==> src/rtl/tft_pkg.sv <==
// tft_pkg: entry-type codes, ROM word width and sequencer state encoding shared by the TFT init logic.
package tft_pkg;
    localparam int ROM_W = 10;
    localparam logic [1:0] ENT_DATA  = 2'b00;
    localparam logic [1:0] ENT_LAST  = 2'b01;
    localparam logic [1:0] ENT_DELAY = 2'b10;
    localparam logic [1:0] ENT_END   = 2'b11;
    typedef enum logic [2:0] {
        S_IDLE,
        S_FETCH,
        S_DECODE,
        S_SEND,
        S_WAIT_IDLE,
        S_DELAY,
        S_DONE
    } state_t;
endpackage

==> src/rtl/tft_delay_timer.sv <==
// tft_delay_timer: loads ticks*DELAY_UNIT and counts down; o_zero marks the final cycle of the wait.
module tft_delay_timer #(
    parameter int DELAY_UNIT = 50000,
    parameter int DELAY_W    = 24
) (
    input  logic       clk,
    input  logic       rst,
    input  logic       i_load,
    input  logic [7:0] i_ticks,
    output logic       o_zero
);
    logic [DELAY_W-1:0] r_cnt;
    logic [DELAY_W-1:0] w_prod;
    assign w_prod = DELAY_W'(i_ticks) * DELAY_W'(DELAY_UNIT);
    assign o_zero = r_cnt == '0;
    // Load one less than the length so a wait of N cycles ends on the cycle the counter reads zero.
    always_ff @(posedge clk) begin
        if (rst)
            r_cnt <= '0;
        else if (i_load)
            r_cnt <= w_prod - DELAY_W'(w_prod != '0);
        else if (!o_zero)
            r_cnt <= r_cnt - DELAY_W'(1);
    end
endmodule

==> src/rtl/tft_init_sequencer.sv <==
// tft_init_sequencer: walks the init command ROM, framing bytes to the serial LCD driver and inserting delays.
module tft_init_sequencer
    import tft_pkg::*;
#(
    parameter int ADDR_W     = 8,
    parameter int DELAY_UNIT = 50000,
    parameter int DELAY_W    = 24
) (
    input  logic              clk,
    input  logic              rst,
    input  logic              start_i,
    input  logic              abort_i,
    output logic [ADDR_W-1:0] rom_addr_o,
    input  logic [ROM_W-1:0]  rom_data_i,
    output logic              tx_en_o,
    output logic [7:0]        tx_data_o,
    output logic              tx_valid_o,
    input  logic              tx_ready_i,
    output logic              tx_last_o,
    input  logic              tx_idle_i,
    output logic              busy_o,
    output logic              done_o
);
    state_t            r_state, w_state;
    logic [ADDR_W-1:0] r_addr, w_addr, w_addr_inc;
    logic [7:0]        r_tx_data, w_tx_data;
    logic              r_tx_en, w_tx_en, r_tx_valid, w_tx_valid, r_tx_last, w_tx_last;
    logic              r_done, w_done, r_abort, w_abort, r_wrap, w_wrap;
    logic              w_at_end, w_aborting, w_load, w_zero, w_close;
    logic [1:0]        w_type;

    tft_delay_timer #(.DELAY_UNIT(DELAY_UNIT), .DELAY_W(DELAY_W)) u_timer (
        .clk    (clk),
        .rst    (rst),
        .i_load (w_load),
        .i_ticks(rom_data_i[7:0]),
        .o_zero (w_zero)
    );

    always_comb begin
        w_type     = rom_data_i[ROM_W-1:8];
        w_at_end   = &r_addr;
        w_addr_inc = w_at_end ? r_addr : r_addr + ADDR_W'(1);
        w_aborting = r_abort | abort_i;
        w_close    = r_tx_last | w_aborting;
        w_state    = r_state;
        w_addr     = r_addr;
        w_tx_en    = r_tx_en;
        w_tx_data  = r_tx_data;
        w_tx_valid = r_tx_valid;
        w_tx_last  = r_tx_last;
        w_done     = r_done;
        w_abort    = r_abort;
        w_wrap     = r_wrap;
        w_load     = 1'b0;
        case (r_state)
            S_IDLE, S_DONE: if (start_i) begin
                w_state = S_FETCH;
                w_addr  = '0;
                w_done  = 1'b0;
                w_abort = 1'b0;
                w_wrap  = 1'b0;
            end
            S_FETCH: begin
                w_state = abort_i ? S_IDLE : S_DECODE;
                w_tx_en = r_tx_en & ~abort_i;
            end
            // Any non-byte entry closes an open frame, covering a DATA byte with no LAST.
            S_DECODE: begin
                w_tx_en = 1'b0;
                if (abort_i)
                    w_state = S_IDLE;
                else if (!w_type[1]) begin
                    w_state    = S_SEND;
                    w_tx_en    = 1'b1;
                    w_tx_data  = rom_data_i[7:0];
                    w_tx_valid = 1'b1;
                    w_tx_last  = w_type == ENT_LAST;
                end else if (w_type == ENT_DELAY) begin
                    w_state = S_DELAY;
                    w_load  = 1'b1;
                end else begin
                    w_state = S_DONE;
                    w_done  = 1'b1;
                end
            end
            S_SEND: begin
                w_abort = w_aborting;
                if (tx_ready_i) begin
                    w_tx_valid = 1'b0;
                    w_tx_last  = 1'b0;
                    w_addr     = w_addr_inc;
                    w_wrap     = w_at_end;
                    w_tx_en    = ~(w_close | w_at_end);
                    w_state    = w_close ? S_WAIT_IDLE : w_at_end ? S_DONE : S_FETCH;
                    w_done     = ~w_close & w_at_end;
                end
            end
            S_WAIT_IDLE: begin
                w_abort = w_aborting;
                if (tx_idle_i) begin
                    w_state = w_aborting ? S_IDLE : r_wrap ? S_DONE : S_FETCH;
                    w_done  = ~w_aborting & r_wrap;
                end
            end
            S_DELAY: begin
                if (abort_i)
                    w_state = S_IDLE;
                else if (w_zero) begin
                    w_addr  = w_addr_inc;
                    w_state = w_at_end ? S_DONE : S_FETCH;
                    w_done  = w_at_end;
                end
            end
            default: w_state = S_IDLE;
        endcase
    end

    always_ff @(posedge clk) begin
        if (rst) begin
            r_state    <= S_IDLE;
            r_addr     <= '0;
            r_tx_en    <= 1'b0;
            r_tx_data  <= '0;
            r_tx_valid <= 1'b0;
            r_tx_last  <= 1'b0;
            r_done     <= 1'b0;
            r_abort    <= 1'b0;
            r_wrap     <= 1'b0;
        end else begin
            r_state    <= w_state;
            r_addr     <= w_addr;
            r_tx_en    <= w_tx_en;
            r_tx_data  <= w_tx_data;
            r_tx_valid <= w_tx_valid;
            r_tx_last  <= w_tx_last;
            r_done     <= w_done;
            r_abort    <= w_abort;
            r_wrap     <= w_wrap;
        end
    end

    assign rom_addr_o = r_addr;
    assign tx_en_o    = r_tx_en;
    assign tx_data_o  = r_tx_data;
    assign tx_valid_o = r_tx_valid;
    assign tx_last_o  = r_tx_last;
    assign done_o     = r_done;
    assign busy_o     = r_state != S_IDLE && r_state != S_DONE;
endmodule
==> config.mk <==
export PLATFORM = sky130hd
export DESIGN_NAME = tft_init_sequencer
export DESIGN_NICKNAME = d
export VERILOG_FILES = /design/src/rtl/tft_pkg.sv /design/src/rtl/tft_delay_timer.sv /design/src/rtl/tft_init_sequencer.sv
export SDC_FILE = /design/constraint.sdc
export NUM_CORES = 1
export LEC_CHECK = 0
export ABC_AREA = 1
export BUFFER_PORTS_ARGS = -buffer_cell sky130_fd_sc_hd__clkbuf_2
export CAP_MARGIN = 20
export CORE_MARGIN = 5
export CORE_UTILIZATION = 50
export DETAILED_ROUTE_END_ITERATION = 8
export GPL_ROUTABILITY_DRIVEN = 0
export HOLD_SLACK_MARGIN = 0.03
export PLACE_DENSITY = 0.69
export SLEW_MARGIN = 20
export SYNTH_ARGS = -nofsm -noshare
export SYNTH_HDL_FRONTEND = slang
export SYNTH_SLANG_ARGS = --single-unit
==> constraint.sdc <==
create_clock -name clk -period 9.6 [get_ports clk]
set_input_delay 1.92 -clock clk [delete_from_list [all_inputs] [get_ports clk]]
set_output_delay 1.92 -clock clk [all_outputs]
set_load 0.02 [all_outputs]
==> reports/metrics.yaml <==
outcome: "completed"
finClkSkew_ps: 2.70
critPathCaptureType: "register"
finalNonFillerCells: 988
synth-edff-count: 0
finalMaxSlewViolations: 0
setup_viol: 0
power_density_mw_per_mm2: 212
initial_core_util: 0.506
fin_tns_setup_ps: 0
layout-drive-gt1-share: 0.0951
worstHoldStart: "done_o$_SDFFE_PP0P_"
fin_ws_ps: 3510
yosysSeqAreaShare: 0.189
period_needed_ps: 6090
die_y_um: 112
p_leak_nw: 2.83
holdBufCountCts: 0
clk_latency_ps: 300
vias: 5199
crit_arrival_ps: 6310
rows: 37
dr.pass1.iters: 6
final_core_util: 0.544
syn_nets: 907
ys_ff_latch: 49
syn_area_mm2: 0.00518
path_class: "in2reg"
htree_levels: 2
die_area_mm2: 0.0125
cts_buffer_depth: 2
hold_violations: 0
antenna_found_initial: 0
via_per_inst: 5.26
antennaDiodeCount: 0
post_cts_resized: 0
ys_warn_count: 0
post_cts_buffers: 0
synth_flop_cell: "dfxtp_1"
grt.total_usage: 0.209
ant_nets: 0
critPathRequiredTime_ps: 9830
synth_cell_types: 47
grt_pass1_wl_um: 22300
grt_max_degree: 26
core_area_mm2: 0.0102
io_pins: 37
fmax_mhz: 164
top_usage_layer: "met2"
met1_usage: 0.281
worstMarginPinSlew_ps: 983
grtUsageMet2: 0.353
finalCritPeriodShare: 0.634
die_x_um: 112
avgRoutedWirePerCell_um: 13.4
rsz0062_at_grt: "no"
cts_tree: "done"
met3_usage: 0.0299
min_path_type: "reg2reg"
io_buffers: 36
cts_root_buffer: "clkbuf_8"
synth_cells: 821
drc: 0
area_growth_pct: 7.37
relSlewSlack: 0.343
place_inst: 981
cts_sinks: 49
async_flop_share: 0
drtIter0Drc: 389
reg2reg_from: "r_state[1]$_SDFFE_PP0P_"
maxCapViolations: 0
finalPower_mw: 1.18
final_nets: 938
clkTransAtPathRegs_ps: 90
routed_wl_um: 13200
start_kind: "input port"
grt_pass1_vias: 4896
vdd_drop_max_mv: 0.0896
grt_overflow: 0
critPathMaxFanout: 5
pre_cts_slack_ps: 3230
crit_start: "rom_data_i[2]"
place_hpwl_um: 10800
numCtsBuffers: 5
fillCellCount: 1025
syn_avg_cell_area_um2: 6.31
[cell usage after synthesis, drive strengths merged, types with 6 or more instances]
cell type | count | area [um2]
a21oi | 52 | 268
buf | 6 | 36.3
clkbuf | 6 | 22.5
dfxtp | 49 | 981
fa | 12 | 240
ha | 58 | 726
inv | 134 | 503
nand2 | 209 | 812
nand3 | 56 | 290
nand3b | 7 | 56.3
nand4 | 13 | 87.6
nor2 | 113 | 459
nor3 | 23 | 131
nor4 | 6 | 43.8
o21ai | 35 | 175
xnor2 | 10 | 87.6
xor2 | 11 | 104
[sequential cells by signal, indices dropped and copies added, names as in the netlist]
name	flops
rom_addr_o	8
tx_valid_o	1
tx_last_o	1
done_o	1
r_state	3
r_wrap	1
tx_data_o	8
u_timer.r_cnt	24
r_abort	1
tx_en_o	1
[worst max-delay path, cell delays in order]
cell and delay, ps:
clkbuf_2 130, ha_1 330, ha_1 280, inv_1 50, fa_1 490, inv_1 50, fa_1 470, ha_1 380
nand2_1 110, a21oi_2 190, nand2_1 110, nand3_1 80, nand2_1 150, nor2_1 170, nand2_2 100, nor3_1 280
nand2_1 190, ha_1 290, nand4_1 140, nor3_1 50, nand3b_1 170, a21oi_1 160
[stage by stage]
| stage | instance area [um2] | hold WS (ps) |
|---|---|---|
| 2_1_floorplan | 5180 | 450 |
| 3_3_place_gp | 5470 | 444 |
| 3_5_place_dp | 5470 | 445 |
| 4_1_cts | 5560 | 462 |
| 5_1_grt | 5560 | 498 |
| 6_report | 5560 | 458 |
[worst paths after layout]
| kind | end | slack (ps) | depth (start not counted) |
|---|---|---|---|
| setup / recovery | u_timer.r_cnt[21]$_SDFFE_PP0P_ | 3510 | 22 |
| hold / removal | done_o$_SDFFE_PP0P_ | 460 | 2 |
| setup reg to reg | u_timer.r_cnt[7]$_SDFFE_PP0P_ | 6470 | 11 |
| hold reg to reg | done_o$_SDFFE_PP0P_ | 460 | 2 |
[placed cells by master (no fill, tap or decap), types with 2 or more instances in the layout]
master / count
a211oi_1: 3
a21oi_1: 50
a21oi_2: 2
a31oi_1: 3
clkbuf_2: 36
clkbuf_8: 6
dfxtp_1: 49
fa_1: 12
ha_1: 58
inv_1: 127
inv_2: 7
nand2_1: 200
nand2_2: 8
nand3_1: 54
nand3_2: 2
nand3b_1: 6
nand4_1: 12
nor2_1: 105
nor2_2: 5
nor2_4: 3
nor3_1: 21
nor4_1: 5
o21ai_0: 32
o21ai_1: 3
or2_2: 3
xnor2_1: 10
xor2_1: 10
[per-layer routing]
metal  share of wire  up-vias  routed length (um)
li1                -     2701                   -
met1            0.47     2332                6210
met2            0.47      143                6180
met3           0.041       23                 544
met4           0.021        0                 279
met5               0        -                   0
[kinds of logic after synthesis]
kind of cell,synth area share
flip-flops,0.189
AND/OR/NAND/NOR,0.368
buffers and inverters,0.108
adder cells (fa/ha/maj),0.186
AO/OA/AOI/OAI,0.111
XOR/XNOR,0.0370
[power by group]
group          leakage, nW  total [mW]  switching, mW  internal, mW
logic                 2.39       0.770          0.499         0.271
clock network       0.0433       0.128         0.0711        0.0572
registers            0.399       0.279         0.0359         0.243
[cell type report]
| type | instances | area, um2 | area share |
|---|---|---|---|
| Clock buffer | 6 | 82.6 | 0.0148 |
| Clock inverter | 1 | 7.51 | 0.00135 |
| Inverter | 134 | 503 | 0.0904 |
| Multi-Input combinational cell | 626 | 3640 | 0.654 |
| Sequential cell | 49 | 981 | 0.176 |
| Tap cell | 136 | 170 | 0.0306 |
| Timing Repair Buffer | 36 | 180 | 0.0324 |
No activity file was read; power rests on OpenSTA's default activity.
